`config.mk`:
```
export PLATFORM = sky130hd
export DESIGN_NAME = branch_pc_unit
export DESIGN_NICKNAME = d
export VERILOG_FILES = /design/src/rtl/branch_pc_unit.sv
export SDC_FILE = /design/constraint.sdc
export NUM_CORES = 1
export LEC_CHECK = 0
export ABC_AREA = 1
export CAP_MARGIN = 30
export CORE_UTILIZATION = 48
export DETAILED_ROUTE_END_ITERATION = 8
export MAX_ROUTING_LAYER = met4
export PLACE_DENSITY = 0.91
export REMOVE_ABC_BUFFERS = 1
export SYNTH_ARGS = -nofsm -noshare
export SYNTH_HDL_FRONTEND = slang
export SYNTH_SLANG_ARGS = --single-unit
```
`constraint.sdc`:
```
create_clock -name clk -period 8.1 [get_ports clk]
set_clock_uncertainty 0.15 [all_clocks]
set_input_delay 1.215 -clock clk [delete_from_list [all_inputs] [get_ports clk]]
set_output_delay 1.215 -clock clk [all_outputs]
set_load 0.01 [all_outputs]
```
`src/rtl/branch_pc_unit.sv`:
```
// branch_pc_unit: owns the program counter, resolves beq/bne/j/jr branches,
// drives the next-PC select mux and opens a flush window after a taken branch.
module branch_pc_unit #(
  parameter logic [31:0] PC_RESET     = 32'h0000_0000,
  parameter int unsigned FLUSH_CYCLES = 2
) (
  input  logic        clk,
  input  logic        rst_n,
  input  logic        stall,
  input  logic        brValid,
  input  logic [1:0]  brType,
  input  logic [31:0] brPc,
  input  logic [31:0] rsData,
  input  logic [31:0] rtData,
  input  logic [31:0] imm,
  input  logic [25:0] jAddr,
  input  logic [31:0] nextPc,
  output logic [31:0] pc,
  output logic [31:0] pcPlus4,
  output logic [31:0] branchTarget,
  output logic        selectBranch,
  output logic        flush,
  output logic [31:0] branchCount
);

  localparam int unsigned CNT_W  = 4;
  localparam int unsigned DATA_W = 32;

  localparam logic [1:0] BR_BEQ = 2'b00;
  localparam logic [1:0] BR_BNE = 2'b01;
  localparam logic [1:0] BR_J   = 2'b10;

  typedef enum logic {
    ST_RUN   = 1'b0,
    ST_FLUSH = 1'b1
  } state_e;

  state_e              state_q, state_d;
  logic [CNT_W-1:0]    cnt_q, cnt_d;
  logic [DATA_W-1:0]   pc_q, pc_d;
  logic [DATA_W-1:0]   count_q, count_d;

  logic [DATA_W-1:0]   br_pc_plus4;
  logic [DATA_W-1:0]   target;
  logic                taken;
  logic                resolve;
  logic                sel_branch;

  // Branch target for the instruction currently in the resolve stage
  always_comb begin
    br_pc_plus4 = brPc + 32'd4;
    target      = br_pc_plus4;
    case (brType)
      BR_BEQ, BR_BNE: target = br_pc_plus4 + (imm << 2);
      BR_J:           target = {br_pc_plus4[31:28], jAddr, 2'b00};
      default:        target = {rsData[31:2], 2'b00};
    endcase
  end

  // Taken decision: conditional compares for beq/bne, jumps always taken
  always_comb begin
    taken = 1'b1;
    case (brType)
      BR_BEQ:  taken = (rsData == rtData);
      BR_BNE:  taken = (rsData != rtData);
      default: taken = 1'b1;
    endcase
  end

  // Mux select; gated by reset so the mux cannot pick a target while held in reset
  always_comb begin
    resolve    = brValid & ~stall & (state_q == ST_RUN);
    sel_branch = rst_n & resolve & taken;
  end

  // PC takes the mux result on every non-stalled edge
  always_comb begin
    pc_d = pc_q;
    if (!stall) begin
      pc_d = nextPc;
    end
  end

  // RUN/FLUSH next-state, flush counter and taken-branch counter
  always_comb begin
    state_d = state_q;
    cnt_d   = cnt_q;
    count_d = count_q;
    case (state_q)
      ST_RUN: begin
        if (sel_branch) begin
          state_d = ST_FLUSH;
          cnt_d   = CNT_W'(FLUSH_CYCLES - 1);
          count_d = count_q + 32'd1;
        end
      end
      ST_FLUSH: begin
        if (!stall) begin
          if (cnt_q == '0) begin
            state_d = ST_RUN;
          end else begin
            cnt_d = cnt_q - CNT_W'(1);
          end
        end
      end
      default: begin
        state_d = ST_RUN;
        cnt_d   = '0;
      end
    endcase
  end

  // State registers with asynchronous reset
  always_ff @(posedge clk or negedge rst_n) begin
    if (!rst_n) begin
      state_q <= ST_RUN;
      cnt_q   <= '0;
      pc_q    <= PC_RESET;
      count_q <= '0;
    end else begin
      state_q <= state_d;
      cnt_q   <= cnt_d;
      pc_q    <= pc_d;
      count_q <= count_d;
    end
  end

  assign pc           = pc_q;
  assign pcPlus4      = pc_q + 32'd4;
  assign branchTarget = target;
  assign selectBranch = sel_branch;
  assign flush        = (state_q == ST_FLUSH);
  assign branchCount  = count_q;

endmodule
```
==> metrics <==
Reg2Reg Depth 9; die footprint 16,290 µm²; final cell count without fillers 1,711; clock network power share 23.2%; Yosys top cell by area dfrtp_1; Unique masters post-synth 43; clock-pin slew on the worst setup and hold paths 0.06 ns; Hold WC Path Type reg2reg; Inst Count DP 1,695; total routed wirelength 29,000 µm; Synth Register Bits 69; Logic pwr share 47.0%; power per cell area 142.0 nW/µm²; global-route wire length before repair 44,820 µm; top post-synthesis cells by area dfrtp_1, nand2_1, inv_1; Sink Count 69; Nets 1,724; Yosys top cell area share 22.78%; max_slew headroom 39.02%; # diodes 0; Worst setup SP type primary input; Clock Latency Late Sink 0.33 ns; status completed; number of routed nets with antenna violations 0; Core Box Area 15,310 µm²; DR vias/cell 5.397; Hold-fix buffers, CTS 0; Arr. time, crit path 5.31 ns; critical path required time 6.73 ns; antenna violations before repair 0; vias in the first global route 8,760; final worst-path cycle share 82.45%; ys flop type dfrtp_1; drt first pass iters 5; Rows 45; chip height 127.7 µm; number of I/O port buffers 319; part of the power in registers 29.8%; IO Count 322; CTS tree yes; EDFF count, synth 0; Syn Inst Count 1,180; Post-CTS Setup Bufs 0; GR Layer Usage met3 5.092%; FF-to-FF setup slack 5.87 ns; largest net degree at the start of global routing 71; Final Worst Setup Slack 1.421 ns; max_cap viols 0; Syn Area/Cell 6.422 µm²; Final Hold Fails 0; Reg-to-Reg Start branchCount[3]; DR vias 9,235; average routed wire per standard cell 16.95 µm; Reg2Reg Capture Point branchCount[20]; sequential fraction of the synthesis area 22.78%; Slew Viols, Final 0; RSZ-0062 raised after global routing no; Pleak 0.005148 µW; internal cell power 984.4 µW; busiest grt layer met2; GR met1 Demand/Resource 43.89%; share of layout cells above drive strength 1 5.200%; Tot Pwr 1599 µW; Routability Congestion 0.9692; pre-CTS setup slack 1.544 ns; CP max FO 5; Synthesis Warnings 0; switching share of power 38.44%; Post-route DRC 0; Initial Util 49.49%; initial DRC count 760; kind of critical path in2out; Layout area overhead 48.54%; Final Critical Period 6.679 ns; CTS buffer count 9; worst slew pin tran 0.9147 ns; clk root buf clkbuf_16; Switching Power 614.6 µW; Tot GR Track Use 36.09%; Post-DP HPWL 23,620 µm; asr flop ratio synth 100.0%; worst setup path startpoint brPc[2]; Synth Cell Area 7579 µm²; worst setup path end branchTarget[31]; worst IR drop on VDD 0.0001657 V; TNS Setup 0 ns; Clock Path Buffers 2; Die W 127.7 µm; final setup fails 0; Worst Setup End Kind output port; CTS resizes 0; GR Util met2 61.56%; fmax 149.7 MHz; total grt overflow 0; CTS H-tree depth 3
cell families (layout without fill, tap and decap cells):
group,count (synthesis),in the layout,share of synthesized area (%)
DFF,69,69,22.78
AOI/OAI and AO/OA,122,122,8.833
adders and majority gates,37,37,6.208
xor gates and xnor gates,101,101,11.67
buffers and inverters,168,488,8.535
and+or+nand+nor,658,658,38.25
muxes,25,25,3.715
flip-flops by register name (all words and copies together), names as in the netlist:
name,count
cnt_q,4
flush,1
pc,32
branchCount,32
cell usage after synthesis, types with 3 or more instances:
cell type / count
a21o_1: 5
a21oi_1: 54
a22o_1: 3
buf_1: 4
buf_2: 7
clkbuf_1: 7
dfrtp_1: 69
ha_1: 36
inv_1: 145
mux2_2: 25
nand2_1: 366
nand2_2: 3
nand2_4: 3
nand3_1: 77
nand3_2: 4
nand3b_1: 6
nand4_1: 20
nor2_1: 108
nor2_2: 6
nor2_4: 4
nor3_1: 39
nor3_4: 3
nor4_1: 8
o211ai_1: 8
o21ai_0: 46
or2_2: 3
xnor2_1: 48
xor2_1: 53
how the worst min path moves through the flow:
stage                  start        to  cells past startpoint
finish              cnt_q[1]  cnt_q[1]                      2
global route        cnt_q[2]  cnt_q[2]                      2
CTS                 cnt_q[1]  cnt_q[1]                      2
detailed placement  cnt_q[1]  cnt_q[1]                      2
global placement    cnt_q[1]  cnt_q[1]                      2
floorplan           cnt_q[1]  cnt_q[1]                      2
per-stage QoR:
stage          instance area [µm²]  hold WS, ns  util [%]
3_3_place_gp                 10980       0.3067     71.69
3_5_place_dp                 10980       0.3087     71.69
4_1_cts                      11260       0.3235     73.50
2_1_floorplan                 7487       0.2919         -
5_1_grt                      11260       0.3397     73.50
6_report                     11260       0.3203     73.50
per-layer routing:
layer	share of wire, %	vias to the layer above
met4	3.7	0
met5	0	-
met2	48	496
met3	8.4	83
met1	40	4224
li1	-	4432
power groups by stage:
stage	clock network [µW]	logic, µW	registers, µW
after floorplan	0	335	480
after global placement	0	720	474
after detailed placement	0	738	475
after CTS	372	747	472
after global routing	392	816	481
final	371	752	476
layout by cell type (no fill, tap or decap), drive strengths merged, types with 46 or more instances in the layout:
master           n
nand2          372
clkdlybuf4s50  318
a21oi           54
nand3           81
dfrtp           69
xnor2           48
o21ai           46
xor2            53
nor2           118
inv            147
final cells by class:
| cell class | count | area, µm² |
|---|---|---|
| fill | 1246 | 4058 |
| timing repair buffer | 324 | 3226 |
| clock buffer | 11 | 242.7 |
| sequential | 69 | 1727 |
| tap | 211 | 264.0 |
| inverter | 148 | 555.5 |
| clock inverter | 5 | 35.03 |
| multi-input combinational | 943 | 5207 |
worst max-delay path, cell delays in order:
cell	delay (ns)
clkdlybuf4s50_1	0.52
ha_1	0.24
nand3_1	0.16
nor2_1	0.22
nand4_1	0.20
nor2_2	0.23
nand2_2	0.10
nor2_2	0.15
xor2_1	0.16
inv_1	0.06
ha_1	0.35
a21oi_1	0.26
o21ai_0	0.20
nand2_1	0.10
nand3_1	0.10
a21oi_1	0.13
nand2_1	0.12
nand3_1	0.10
nand3_1	0.08
nand2_1	0.09
clkdlybuf4s50_1	0.54
(Power assumes the default switching activity.)
